<file path="config.mk">
export PLATFORM = sky130hd
export DESIGN_NAME = systolic_feeder_flat
export DESIGN_NICKNAME = d
export VERILOG_FILES = /design/src/rtl/systolic_feeder_if.sv /design/src/rtl/systolic_feeder.sv /design/src/flat_wrapper.sv
export SDC_FILE = /design/constraint.sdc
export NUM_CORES = 1
export LEC_CHECK = 0
export BUFFER_PORTS_ARGS = -buffer_cell sky130_fd_sc_hd__buf_2
export CAP_MARGIN = 10
export CORE_UTILIZATION = 61
export CTS_CLUSTER_DIAMETER = 150
export DETAILED_ROUTE_END_ITERATION = 7
export GPL_TIMING_DRIVEN = 0
export PLACE_DENSITY = 0.88
export SETUP_SLACK_MARGIN = 0.05
export SLEW_MARGIN = 0
export SYNTH_ARGS = -nofsm -noshare
export SYNTH_HDL_FRONTEND = slang
export SYNTH_SLANG_ARGS = --single-unit
</file>
<file path="constraint.sdc">
create_clock -name clk -period 7.3 [get_ports clk]
set_input_delay 1.095 -clock clk [delete_from_list [all_inputs] [get_ports clk]]
set_output_delay 1.095 -clock clk [all_outputs]
set_load 0.05 [all_outputs]
</file>
<file path="src/rtl/systolic_feeder_if.sv">
// ---------------------------------------------------------------------------
// systolic_feeder_if
//   Bundles the element-write bus, the start/busy/done handshake and the
//   skewed operand streams of systolic_feeder.
//   Ports carried:
//     wr_en, wr_sel, wr_addr[3:0], wr_data[DATA_W-1:0]  element write bus
//     start / busy / done                               run handshake
//     A0..A3, B0..B3 [DATA_W-1:0]                       operand wavefront
//     arr_clr                                           array clear (only when
//                                                       FEEDER_ARRAY_CLR_EN)
//   Modports: master = host side (drives writes/start),
//             slave  = feeder side (systolic_feeder).
//   Optional feature macro: FEEDER_ARRAY_CLR_EN
// ---------------------------------------------------------------------------
interface systolic_feeder_if #(
  parameter int DATA_W = 4
);
  logic              wr_en;
  logic              wr_sel;
  logic [3:0]        wr_addr;
  logic [DATA_W-1:0] wr_data;
  logic              start;
  logic              busy;
  logic              done;
  logic [DATA_W-1:0] A0, A1, A2, A3;
  logic [DATA_W-1:0] B0, B1, B2, B3;
`ifdef FEEDER_ARRAY_CLR_EN
  logic              arr_clr;

  modport master (
    output wr_en, wr_sel, wr_addr, wr_data, start,
    input  busy, done, A0, A1, A2, A3, B0, B1, B2, B3, arr_clr
  );
  modport slave (
    input  wr_en, wr_sel, wr_addr, wr_data, start,
    output busy, done, A0, A1, A2, A3, B0, B1, B2, B3, arr_clr
  );
`else
  modport master (
    output wr_en, wr_sel, wr_addr, wr_data, start,
    input  busy, done, A0, A1, A2, A3, B0, B1, B2, B3
  );
  modport slave (
    input  wr_en, wr_sel, wr_addr, wr_data, start,
    output busy, done, A0, A1, A2, A3, B0, B1, B2, B3
  );
`endif
endinterface

</file>
<file path="src/rtl/systolic_feeder.sv">
// ---------------------------------------------------------------------------
// systolic_feeder
//   Input-staging stage for a 4x4 systolic array. Holds two 4x4 operand
//   matrices (A and B), written one element at a time while idle. On start it
//   streams the diagonally skewed wavefront (7 beats) into the array, waits
//   DRAIN_CYCLES for the array to settle, then pulses done.
//   Ports:
//     clk    : clock, rising edge
//     reset  : asynchronous active-high reset (clears state, outputs, matrices)
//     bus    : systolic_feeder_if.slave (write bus, start/busy/done, A0..A3,
//              B0..B3, and arr_clr when FEEDER_ARRAY_CLR_EN is defined)
//   Parameters:
//     DATA_W       : operand width
//     DRAIN_CYCLES : wait after the last beat before done (1..15)
//   Optional feature macro: FEEDER_ARRAY_CLR_EN
//     Adds a one-cycle CLEAR state that pulses arr_clr before each wavefront.
// ---------------------------------------------------------------------------
module systolic_feeder #(
  parameter int DATA_W       = 4,
  parameter int DRAIN_CYCLES = 8
) (
  input logic              clk,
  input logic              reset,
  systolic_feeder_if.slave bus
);

  typedef enum logic [2:0] {
    S_IDLE   = 3'd0,
    S_CLEAR  = 3'd1,
    S_STREAM = 3'd2,
    S_DRAIN  = 3'd3,
    S_DONE   = 3'd4
  } state_t;

  localparam logic [2:0] LAST_BEAT  = 3'd6;
  localparam logic [3:0] DRAIN_LAST = 4'(DRAIN_CYCLES - 1);

  state_t            state_q, state_d;
  logic [2:0]        t_q, t_d;
  logic [3:0]        drain_q, drain_d;
  logic              busy_q, busy_d;
  logic              done_q, done_d;
  logic [DATA_W-1:0] ma_q [4][4];
  logic [DATA_W-1:0] ma_d [4][4];
  logic [DATA_W-1:0] mb_q [4][4];
  logic [DATA_W-1:0] mb_d [4][4];
  logic [DATA_W-1:0] a_q [4];
  logic [DATA_W-1:0] a_d [4];
  logic [DATA_W-1:0] b_q [4];
  logic [DATA_W-1:0] b_d [4];
  logic [DATA_W-1:0] lane_a [4];
  logic [DATA_W-1:0] lane_b [4];
  logic              wr_ok;
`ifdef FEEDER_ARRAY_CLR_EN
  logic              arr_clr_q, arr_clr_d;
`endif

  // -------------------------------------------------------------------------
  // Operand storage. busy_q is the registered busy seen by the host, so a
  // write in the same cycle as an accepted start still lands.
  // -------------------------------------------------------------------------
  assign wr_ok = bus.wr_en && !busy_q;

  always_comb begin
    ma_d = ma_q;
    mb_d = mb_q;
    if (wr_ok) begin
      if (bus.wr_sel)
        mb_d[bus.wr_addr[3:2]][bus.wr_addr[1:0]] = bus.wr_data;
      else
        ma_d[bus.wr_addr[3:2]][bus.wr_addr[1:0]] = bus.wr_data;
    end
  end

  always_ff @(posedge clk or posedge reset) begin
    if (reset) begin
      for (int r = 0; r < 4; r++) begin
        for (int c = 0; c < 4; c++) begin
          ma_q[r][c] <= '0;
          mb_q[r][c] <= '0;
        end
      end
    end else begin
      ma_q <= ma_d;
      mb_q <= mb_d;
    end
  end

  // -------------------------------------------------------------------------
  // Skew: lane i carries ma[i][t-i] and mb[t-i][i] while 0 <= t-i <= 3.
  // The 3-bit difference wraps when t < i; the t >= i test masks that case.
  // -------------------------------------------------------------------------
  for (genvar gi = 0; gi < 4; gi++) begin : g_lane
    logic [2:0] off;
    logic       in_window;
    assign off        = t_q - 3'(gi);
    assign in_window  = (t_q >= 3'(gi)) && (off <= 3'd3);
    assign lane_a[gi] = in_window ? ma_q[gi][off[1:0]] : '0;
    assign lane_b[gi] = in_window ? mb_q[off[1:0]][gi] : '0;
  end

  // -------------------------------------------------------------------------
  // FSM: state register
  // -------------------------------------------------------------------------
  always_ff @(posedge clk or posedge reset) begin
    if (reset) begin
      state_q <= S_IDLE;
      t_q     <= '0;
      drain_q <= '0;
    end else begin
      state_q <= state_d;
      t_q     <= t_d;
      drain_q <= drain_d;
    end
  end

  // -------------------------------------------------------------------------
  // FSM: next state
  // -------------------------------------------------------------------------
  always_comb begin
    state_d = state_q;
    t_d     = t_q;
    drain_d = drain_q;
    case (state_q)
      S_IDLE: begin
        if (bus.start) begin
          t_d = '0;
`ifdef FEEDER_ARRAY_CLR_EN
          state_d = S_CLEAR;
`else
          state_d = S_STREAM;
`endif
        end
      end
      S_CLEAR: begin
        t_d     = '0;
        state_d = S_STREAM;
      end
      S_STREAM: begin
        if (t_q == LAST_BEAT) begin
          drain_d = '0;
          state_d = S_DRAIN;
        end else begin
          t_d = t_q + 3'd1;
        end
      end
      S_DRAIN: begin
        if (drain_q == DRAIN_LAST)
          state_d = S_DONE;
        else
          drain_d = drain_q + 4'd1;
      end
      S_DONE:  state_d = S_IDLE;
      default: state_d = S_IDLE;
    endcase
  end

  // -------------------------------------------------------------------------
  // FSM: outputs. Operands and done are registered from the current state,
  // so beat t appears the cycle after the FSM sits on t. busy follows the
  // next state so it rises on the edge that samples start.
  // -------------------------------------------------------------------------
  always_comb begin
    busy_d = (state_d != S_IDLE);
    done_d = (state_q == S_DONE);
    for (int i = 0; i < 4; i++) begin
      a_d[i] = (state_q == S_STREAM) ? lane_a[i] : '0;
      b_d[i] = (state_q == S_STREAM) ? lane_b[i] : '0;
    end
`ifdef FEEDER_ARRAY_CLR_EN
    arr_clr_d = (state_q == S_CLEAR);
`endif
  end

  always_ff @(posedge clk or posedge reset) begin
    if (reset) begin
      busy_q <= 1'b0;
      done_q <= 1'b0;
      for (int i = 0; i < 4; i++) begin
        a_q[i] <= '0;
        b_q[i] <= '0;
      end
`ifdef FEEDER_ARRAY_CLR_EN
      arr_clr_q <= 1'b0;
`endif
    end else begin
      busy_q <= busy_d;
      done_q <= done_d;
      a_q    <= a_d;
      b_q    <= b_d;
`ifdef FEEDER_ARRAY_CLR_EN
      arr_clr_q <= arr_clr_d;
`endif
    end
  end

  assign bus.busy = busy_q;
  assign bus.done = done_q;
  assign bus.A0   = a_q[0];
  assign bus.A1   = a_q[1];
  assign bus.A2   = a_q[2];
  assign bus.A3   = a_q[3];
  assign bus.B0   = b_q[0];
  assign bus.B1   = b_q[1];
  assign bus.B2   = b_q[2];
  assign bus.B3   = b_q[3];
`ifdef FEEDER_ARRAY_CLR_EN
  assign bus.arr_clr = arr_clr_q;
`endif

endmodule

</file>
<file path="src/flat_wrapper.sv">
// flat-port wrapper written by rule: the top's interface ports become plain ports
module systolic_feeder_flat 
#(
  parameter int DATA_W       = 4,
  parameter int DRAIN_CYCLES = 8
)
  (clk, reset, bus_wr_en, bus_wr_sel, bus_wr_addr, bus_wr_data, bus_start, bus_busy, bus_done, bus_A0, bus_A1, bus_A2, bus_A3, bus_B0, bus_B1, bus_B2, bus_B3);
  systolic_feeder_if #(.DATA_W(DATA_W)) bus_i ();
  input logic clk;
  input logic reset;
  input wire logic [$bits(bus_i.wr_en)-1:0] bus_wr_en;
  input wire logic [$bits(bus_i.wr_sel)-1:0] bus_wr_sel;
  input wire logic [$bits(bus_i.wr_addr)-1:0] bus_wr_addr;
  input wire logic [$bits(bus_i.wr_data)-1:0] bus_wr_data;
  input wire logic [$bits(bus_i.start)-1:0] bus_start;
  output wire logic [$bits(bus_i.busy)-1:0] bus_busy;
  output wire logic [$bits(bus_i.done)-1:0] bus_done;
  output wire logic [$bits(bus_i.A0)-1:0] bus_A0;
  output wire logic [$bits(bus_i.A1)-1:0] bus_A1;
  output wire logic [$bits(bus_i.A2)-1:0] bus_A2;
  output wire logic [$bits(bus_i.A3)-1:0] bus_A3;
  output wire logic [$bits(bus_i.B0)-1:0] bus_B0;
  output wire logic [$bits(bus_i.B1)-1:0] bus_B1;
  output wire logic [$bits(bus_i.B2)-1:0] bus_B2;
  output wire logic [$bits(bus_i.B3)-1:0] bus_B3;
  assign bus_i.wr_en = bus_wr_en;
  assign bus_i.wr_sel = bus_wr_sel;
  assign bus_i.wr_addr = bus_wr_addr;
  assign bus_i.wr_data = bus_wr_data;
  assign bus_i.start = bus_start;
  assign bus_busy = bus_i.busy;
  assign bus_done = bus_i.done;
  assign bus_A0 = bus_i.A0;
  assign bus_A1 = bus_i.A1;
  assign bus_A2 = bus_i.A2;
  assign bus_A3 = bus_i.A3;
  assign bus_B0 = bus_i.B0;
  assign bus_B1 = bus_i.B1;
  assign bus_B2 = bus_i.B2;
  assign bus_B3 = bus_i.B3;
  systolic_feeder #(.DATA_W(DATA_W), .DRAIN_CYCLES(DRAIN_CYCLES)) u_core (.clk(clk), .reset(reset), .bus(bus_i));
endmodule
</file>
==> metrics, run 1 <==
Post-synth EDFFs 0; Worst-path clk slew 0.07 ns; largest family of logic cells by synthesized area multiplexers; Post-Syn Area 0.00770 mm2; CTS Hold Buffers Added 0; Port Buffers 44; DR iter-0 viols 452; combinational share of power 25.5%; Commonest cells post-synth dfrtp_1 (172), mux2_2 (127), mux4_2 (32), nor3b_1 (19), nand2_1 (18); dpl ws 3.96 ns; post-synthesis mux area share 28.1%; max cap viols 0; Via Count 4681; Final min period 2.82 ns; Synth Net Count 537; CTS Buffer Depth 2; starting density of the core 63.3%; P_sw 0.871 mW; DRC 0; Worst Hold Class flip-flop to flip-flop; mean number of vias per cell 6.16; main flop type after synthesis dfrtp_1; critical path class flip-flop to flip-flop; Worst EP arrival 3.13 ns; fin. max-slew vios 0; FF-to-FF End u_core.bus.B1[1]; simple-gate share of the synthesized area 9.67%; FP Rows 40; Congestion Overflow GR 0; DIE AREA 0.0131 mm2; initial antenna violation count 0; Final Hold Violating Endpoints 0; sequential element share of the synthesized area 55.9%; hold endpoint u_core.ma_q[37]; GRT Util Overall 28.8%; htree depth 4; Post-CTS Setup Bufs 0; Slew HR 19.0%; first-pass detailed-route iteration total 5; Critical-path top delay cell dfrtp_1; DPL Wire Length 11300 um; WHS Path Cells 1; run status completed; CP most frequent cell buf_2; synth unique cells 47; Synth Area in XOR/XNOR 0.114%; Setup Skew 0.00741 ns; post-synthesis cell count 514; worst-case reg-to-reg path depth 9; most numerous cell in the Yosys netlist dfrtp_1; CP Max Fanout 10; antenna fix cells 0; area share of fa/ha/maj cells after synthesis 1.63%; GP Congestion 0.889; number of global-route vias before repair 4878; worst-margin pin slew 1.20 ns; setup violators final 0; CP max stage delay 0.41 ns; Detail Route Antenna Nets 0; RSZ-0062 raised after global routing no; worst r2r src u_core.t_q[1]; Pleak 4.32 nW; total CTS buffers 17; worst reg-to-reg setup slack 4.48 ns; worst setup margin 4.48 ns; largest net degree at the start of global routing 138; Power Dens Cells 313 mW/mm2; top cell type's share of synthesized area 55.9%; Async SR Flop Fraction 100%; post-CTS resize count 0; Core Area 0.0122 mm2; switching part of the total 31.6%; leading area contributor after synthesis dfrtp_1; later-pin clock latency in the skew report 0.43 ns; area growth from synthesis to layout 14.4%; critical path data required time 7.60 ns; final worst-path cycle share 38.7%; setup TNS 0 ns; final instance area 0.00881 mm2; syn avg cell area 15.0 um2; Routed WL 16800 um; Internal 1.89 mW; flops & latches, synth 172; die extent in y 114 um; clock power share 35.3%; first-pass GRT wire length 27200 um; placed inst area 0.00816 mm2; Worst setup SP type flip-flop; Flop pwr share 39.2%; Nets 602; IO Pins 47; wire per inst 22.1 um; Sink Count 172; post-synthesis compound-gate area fraction 2.26%; worst vdd ir 0.194 mV; crit path from u_core.t_q[1]; share of cells above drive strength 1 44.9%; Max Clk Rate 0.354 GHz; CP Cell Sequence buf_2 -> buf_2 -> inv_1 -> ha_1 -> buf_4 -> buf_6 -> o31ai_1 -> buf_2 -> nor3b_1; kind of end point of the critical path flip-flop; hold path start u_core.ma_q[37]; Die Width 114 um; ranking of synthesized cells by area dfrtp_1 (56%), mux2_2 (19%), mux4_2 (9.4%); Syn. warnings 0; CTS tree built; CTS root buffer clkbuf_16
## stage by stage
stage / utilization (%) / hold slack, ns / power, mW / instances
floorplan: - / 0.459 / 1.60 / 514
global placement: 66.8 / 0.471 / 1.77 / 726
detailed placement: 67.1 / 0.489 / 1.80 / 727
CTS: 72.4 / 0.504 / 2.76 / 759
global route: 72.4 / 0.518 / 2.88 / 760
finish: 72.4 / 0.500 / 2.76 / 760
## cell families (layout without fill, tap and decap cells)
group / Yosys count / count (layout)
DFF: 172 / 172
adders and majority gates: 10 / 10
and+or+nand+nor: 109 / 109
muxes: 160 / 160
buffers and inverters: 38 / 116
xor gates and xnor gates: 1 / 1
AOI/OAI and AO/OA: 24 / 24
## final cells by class
type | instances | area, um2
fillers | 758 | 3350
well taps | 168 | 210
flip-flops and latches | 172 | 4300
multi-input cells | 304 | 3210
repair buffers | 46 | 253
plain buffers | 31 | 154
inverters | 7 | 33.8
clock buffers | 17 | 425
clock inverters | 15 | 213
## power groups by stage
stage	sequential, mW	combinational (mW)	clock (mW)
finish	1.08	0.704	0.973
detailed placement	1.10	0.701	0
global placement	1.09	0.676	0
floorplan	1.10	0.502	0
CTS	1.08	0.704	0.979
global route	1.09	0.766	1.02
## how the worst max path moves through the flow
stage	end	cells after the start
after CTS	u_core.bus.B1[1]	8
after global placement	u_core.bus.A1[1]	2
after detailed placement	u_core.bus.B1[1]	8
after global routing	u_core.bus.A3[2]	8
after floorplan	u_core.bus.A0[0]	1
final	u_core.bus.B1[1]	9
## worst max-delay path: cells and delay by family (launching register included)
family / cells / cell delay [ns]
AO/OA/AOI/OAI: 1 / 0.36
AND/OR/NAND/NOR: 1 / 0.10
flip-flops: 1 / 0.41
buffers and inverters: 6 / 1.51
adder cells (fa/ha/maj): 1 / 0.31
## layer usage
| metal | up-vias | share of wire (%) | global-route usage, % |
|---|---|---|---|
| met5 | - | 0 | 0 |
| met4 | 0 | 1.8 | 9.18 |
| li1 | 2028 | - | - |
| met1 | 2461 | 40 | 37.3 |
| met2 | 164 | 51 | 47.9 |
| met3 | 28 | 6.2 | 7.62 |
## state kept, by name (all words and copies together), names as in the netlist, 4 cells and up
register	cells
u_core.bus.A0	4
u_core.bus.A1	4
u_core.bus.A2	4
u_core.bus.A3	4
u_core.bus.B0	4
u_core.bus.B1	4
u_core.bus.B2	4
u_core.bus.B3	4
u_core.drain_q	4
u_core.ma_q	64
u_core.mb_q	64
## cells in the final DEF, fill, tap and decap left out, types with 2 or more instances in the layout
| master | count |
|---|---|
| clkinv_4 | 2 |
| and2b_1 | 3 |
| buf_4 | 4 |
| nor4bb_1 | 2 |
| inv_6 | 2 |
| or2b_1 | 2 |
| clkinvlp_4 | 4 |
| nor4b_2 | 4 |
| nor3b_1 | 19 |
| nand4_1 | 5 |
| buf_2 | 57 |
| clkbuf_16 | 17 |
| and3_1 | 6 |
| nand2_1 | 18 |
| nand2b_1 | 2 |
| dfrtp_1 | 172 |
| nand3_1 | 3 |
| nor2b_1 | 15 |
| nor4_1 | 2 |
| a21oi_1 | 4 |
| o21ai_0 | 5 |
| mux4_2 | 32 |
| or3b_4 | 2 |
| bufinv_16 | 4 |
| mux2_2 | 127 |
| a211o_1 | 2 |
| inv_8 | 3 |
| nand4b_1 | 5 |
| and3b_1 | 2 |
| inv_1 | 6 |
| o22ai_1 | 2 |
| nor2_1 | 11 |
| ha_1 | 10 |
| nor4b_4 | 2 |
| clkbuf_1 | 14 |
| nor3_1 | 3 |
Note: power is estimated with default switching activity, not from simulation.
==> run 2, diff against run 1 <==
- CORE_UTILIZATION: 61 -> 55
- PLACE_DENSITY: 0.88 -> 0.84
- clock period: 7.3 -> 2.4 ns (I/O delays scaled with it)
==> metrics, run 2 (synthesis gave the netlist of run 1 again) <==
run status completed; dpl cells 739; Non-Filler Instances 774; CP Max Fanout 10; grt met1 use 33.7%; worst reg-to-reg setup slack 0.08 ns; Worst EP arrival 2.63 ns; final hold slack 0.219 ns; Slew HR 50.6%; Port Buffers 44; critical path data required time 2.72 ns; most frequent cells in the layout dfrtp_1 (171), mux2_2 (127), buf_2 (54), mux4_2 (32), clkbuf_1 (20); Final min period 2.32 ns; combinational share of power 28.7%; first-pass detailed-route iteration total 5; RSZ-0062 raised after global routing no; Final Hold Violating Endpoints 0; Nets 608; # fillers 946; Setup Skew 0.00760 ns; Congestion Overflow GR 0; DPL Wire Length 11700 um; overall power 8.32 mW; Internal 5.71 mW; most common cell after layout, fill and taps aside dfrtp_1; antenna fix cells 0; Max Clk Rate 0.432 GHz; later-pin clock latency in the skew report 0.43 ns; Worst-path clk slew 0.06 ns; dpl ws -1.04 ns; share of cells above drive strength 1 45.0%; Die Width 120 um; DIE AREA 0.0145 mm2; max cap viols 0; initial antenna violation count 0; busiest grt layer met2; area growth from synthesis to layout 15.4%; Via Count 4722; mean number of vias per cell 6.10; Sink Count 172; FP Rows 42; Core Area 0.0135 mm2; switching part of the total 31.3%; DR iter-0 viols 397; CTS Buffer Depth 2; Pleak 4.34 nW; Worst Hold Class input port to flip-flop; Flop pwr share 39.7%; IO Pins 47; fin. max-slew vios 0; worst setup margin 0.0849 ns; number of global-route vias before repair 4927; Routed WL 17100 um; total CTS buffers 17; GP Congestion 0.869; CTS root buffer clkbuf_16; GRT Util Overall 25.8%; Largest regs u_core.ma_q (64), u_core.mb_q (64); wire per inst 22.0 um; starting density of the core 57.2%; Worst setup SP type flip-flop; worst-margin pin slew 0.741 ns; DRC 0; Detail Route Antenna Nets 0; CTS tree built; kind of end point of the critical path flip-flop; P_sw 2.61 mW; worst vdd ir 0.478 mV; critical path class flip-flop to flip-flop; die extent in y 120 um; largest net degree at the start of global routing 43; setup violators final 0; clock power share 31.6%; GR Layer Usage met3 5.42%; htree depth 4; Power Dens Cells 936 mW/mm2; first-pass GRT wire length 27300 um; final worst-path cycle share 96.5%; met2 Use GR 42.4%
[run 2: cell count changes in the layout (fill, tap and decap cells not counted), sizes merged]
| cell | previous run | this run |
|---|---|---|
| buf | 63 | 68 |
| bufinv | 4 | 1 |
| clkbuf | 31 | 42 |
| clkinv | 3 | 1 |
| dlygate4sd3 | 0 | 1 |
| inv | 11 | 5 |
[run 2: metrics by stage]
| stage | TNS (ns) | utilization [%] | cell area (um2) |
|---|---|---|---|
| 3_3_place_gp | -167.69 | 60.5 | 8140 |
| 3_5_place_dp | -10.70 | 61.2 | 8230 |
| 2_1_floorplan | -26.95 | - | 7700 |
| 4_1_cts | 0 | 65.9 | 8870 |
| 5_1_grt | 0 | 66.1 | 8890 |
| 6_report | 0 | 66.1 | 8890 |
[run 2: repair_timing]
action,4_1_cts,5_1_grt
hold buffers,1,0
setup endpoints to repair,17,14
setup buffers,1,1
pin swaps,0,1
gates resized for setup,13,3
hold endpoints to repair,19,0
[run 2: critical path: stages (launching register included)]
cell and delay (ns):
dfrtp_2 0.42, buf_8 0.17, buf_8 0.18, clkinvlp_4 0.10
ha_1 0.33, buf_12 0.17, buf_8 0.17, mux4_2 0.51
nor2b_1 0.14
[run 2: per-layer routing]
metal	vias up	part of all wire, %
li1	2026	-
met1	2513	42
met2	149	50
met3	34	5.0
met4	0	2.7
met5	-	0
[run 2: worst paths after layout]
path / startpoint / end / depth (start not counted)
min in group asynchronous: reset / u_core.state_q[2] / 3
worst max register to register: u_core.t_q[1] / u_core.bus.A3[2] / 8
worst min-delay path: bus_start / u_core.bus.busy / 3
max in group asynchronous: reset / u_core.bus.A1[2] / 6
worst max-delay path: u_core.t_q[1] / u_core.bus.A3[2] / 8
worst min register to register: u_core.ma_q[55] / u_core.ma_q[55] / 1
[run 2: final cells by class]
class                      instances  area (um2)  area share (%)
inverter                           7        33.8           0.380
sequential                       172        4310            48.4
tap                              176         220            2.48
timing repair buffer              52         333            3.74
buffer                            31         194            2.18
clock inverter                     4        53.8           0.605
clock buffer                      28         517            5.81
multi-input combinational        304        3230            36.4
[run 2: power by group through the flow]
stage          sequential (mW)  combinational, mW  clock (mW)
2_1_floorplan             3.35               1.53           0
3_3_place_gp              3.31               2.07           0
3_5_place_dp              3.34               2.17           0
4_1_cts                   3.29               2.34        2.67
5_1_grt                   3.33               2.55        2.78
6_report                  3.30               2.38        2.63
==> run 3, diff against run 2 <==
- CELL_PAD_IN_SITES_DETAIL_PLACEMENT: default -> 0
- CELL_PAD_IN_SITES_GLOBAL_PLACEMENT: default -> 1
- CORE_UTILIZATION: 55 -> 46
- PLACE_DENSITY: 0.84 -> 0.83
- TNS_END_PERCENT: default -> 50
==> metrics, run 3 (synthesis gave the netlist of run 1 again) <==
DPL Wire Length 11600 um; Worst EP arrival 2.62 ns; Nets 606; Worst setup SP type flip-flop; final worst-path cycle share 95.8%; CP Cell Sequence buf_8 -> buf_8 -> inv_1 -> ha_1 -> buf_12 -> buf_8 -> mux4_2 -> nor2b_1; worst reg-to-reg setup slack 0.10 ns; Sink Count 172; IO Pins 47; Setup Skew 0.00896 ns; worst setup margin 0.101 ns; final instance area 0.00894 mm2; total CTS buffers 17; switching part of the total 32.0%; Worst Hold Class input port to asynchronous set/reset pin; later-pin clock latency in the skew report 0.43 ns; most frequent cells in the layout dfrtp_1 (171), mux2_2 (127), buf_2 (55), mux4_2 (32), nor3b_1 (19); Core Area 0.0161 mm2; dpl ws -0.692 ns; critical path data required time 2.73 ns; CP max stage delay 0.50 ns; fin. max-slew vios 0; Critical-path top delay cell mux4_2; Power Dens Cells 937 mW/mm2; mean number of vias per cell 5.61; combinational share of power 27.7%; Largest regs u_core.ma_q (64), u_core.mb_q (64); CP Max Fanout 10; DR iter-0 viols 262; Routed WL 16400 um; Port Buffers 44; htree depth 4; CP most frequent cell buf_8; first-pass GRT wire length 26800 um; GRT Util Overall 20.6%; DIE AREA 0.0173 mm2; overall power 8.38 mW; RSZ-0062 raised after global routing yes; max cap viols 0; Worst-path clk slew 0.07 ns; run status completed; Layout Utilization 55.5%; most common cell after layout, fill and taps aside dfrtp_1; Pleak 4.35 nW; die extent in y 131 um; Die Width 131 um; worst-margin pin slew 0.760 ns; wire per inst 20.2 um; antenna fix cells 0; Reg area 0.00431 mm2; Slew HR 49.0%; initial antenna violation count 0; CTS Buffer Depth 2; clock power share 33.0%; area growth from synthesis to layout 16.1%; share of cells above drive strength 1 45.6%; CTS tree built; P_sw 2.68 mW; first-pass detailed-route iteration total 5; final hold slack 0.00361 ns; DRC 0; Internal 5.70 mW; Congestion Overflow GR 0; kind of end point of the critical path flip-flop; CTS root buffer clkbuf_16; number of global-route vias before repair 4869; CTS Hold Buffers Added 0; Multi-input gate area 0.00323 mm2; placed inst area 0.00828 mm2; setup violators final 0; largest net degree at the start of global routing 46; worst-case reg-to-reg path depth 8; # fillers 1333; critical path class flip-flop to flip-flop; starting density of the core 47.8%; Max Clk Rate 0.435 GHz; Final Hold Violating Endpoints 0; GP Congestion 0.808; FP Rows 46; Detail Route Antenna Nets 0; Final min period 2.30 ns; worst vdd ir 0.697 mV; Flop pwr share 39.3%; Via Count 4554
[run 3: cell count changes in the layout (fill, tap and decap cells not counted), moves of 2 or more]
cell	delta
clkbuf_1	-6
clkbuf_8	-4
clkinv_4	+4
inv_6	+3
buf_4	-2
[run 3: path summary, 6_finish.rpt]
path / start / to
worst min-delay path: reset / u_core.mb_q[29]
worst min register to register: u_core.ma_q[52] / u_core.ma_q[52]
worst max register to register: u_core.t_q[1] / u_core.bus.A3[2]
min in group clk: bus_start / u_core.bus.busy
worst max-delay path: u_core.t_q[1] / u_core.bus.A3[2]
max in group asynchronous: reset / u_core.ma_q[39]
[run 3: power by group through the flow]
| stage | Clock, mW | Combinational (mW) | Sequential [mW] |
|---|---|---|---|
| 2_1_floorplan | 0 | 1.53 | 3.35 |
| 3_3_place_gp | 0 | 2.07 | 3.32 |
| 3_5_place_dp | 0 | 2.16 | 3.33 |
| 4_1_cts | 2.81 | 2.29 | 3.28 |
| 5_1_grt | 2.92 | 2.51 | 3.31 |
| 6_report | 2.77 | 2.33 | 3.29 |
[run 3: layout make-up]
type / count / area share [%]
Timing Repair Buffer: 50 / 3.50
Tap cell: 216 / 3.02
Buffer: 31 / 2.17
Inverter: 7 / 0.336
Sequential cell: 172 / 48.2
Clock inverter: 14 / 1.81
Clock buffer: 18 / 4.91
Multi-Input combinational cell: 304 / 36.1
[run 3: per-layer routing]
metal / up-vias / global-route usage [%] / wire length [um]
met5: - / 0 / 0
met4: 0 / 8.59 / 354
met3: 23 / 3.82 / 715
met2: 106 / 33.7 / 8230
met1: 2385 / 26.9 / 7120
li1: 2040 / - / -
[run 3: worst max-delay path, delay by kind of cell, from the launching register on]
family | cells | cell delay (ns)
adders and majority gates | 1 | 0.35
buffers and inverters | 5 | 0.80
DFF | 1 | 0.41
muxes | 1 | 0.50
and+or+nand+nor | 1 | 0.14
[run 3: what timing repair did]
action,4_1_cts,5_1_grt
resized for setup,11,3
endpoints found under the setup margin,25,13
setup buffers,1,0
pin swaps,0,0
hold endpoints to repair,0,0
[run 3: metrics by stage]
stage | std cells | TNS [ns]
after floorplan | 514 | -26.95
after global placement | 774 | -186.90
after detailed placement | 779 | -9.63
after CTS | 812 | 0
after global routing | 812 | 0
final | 812 | 0
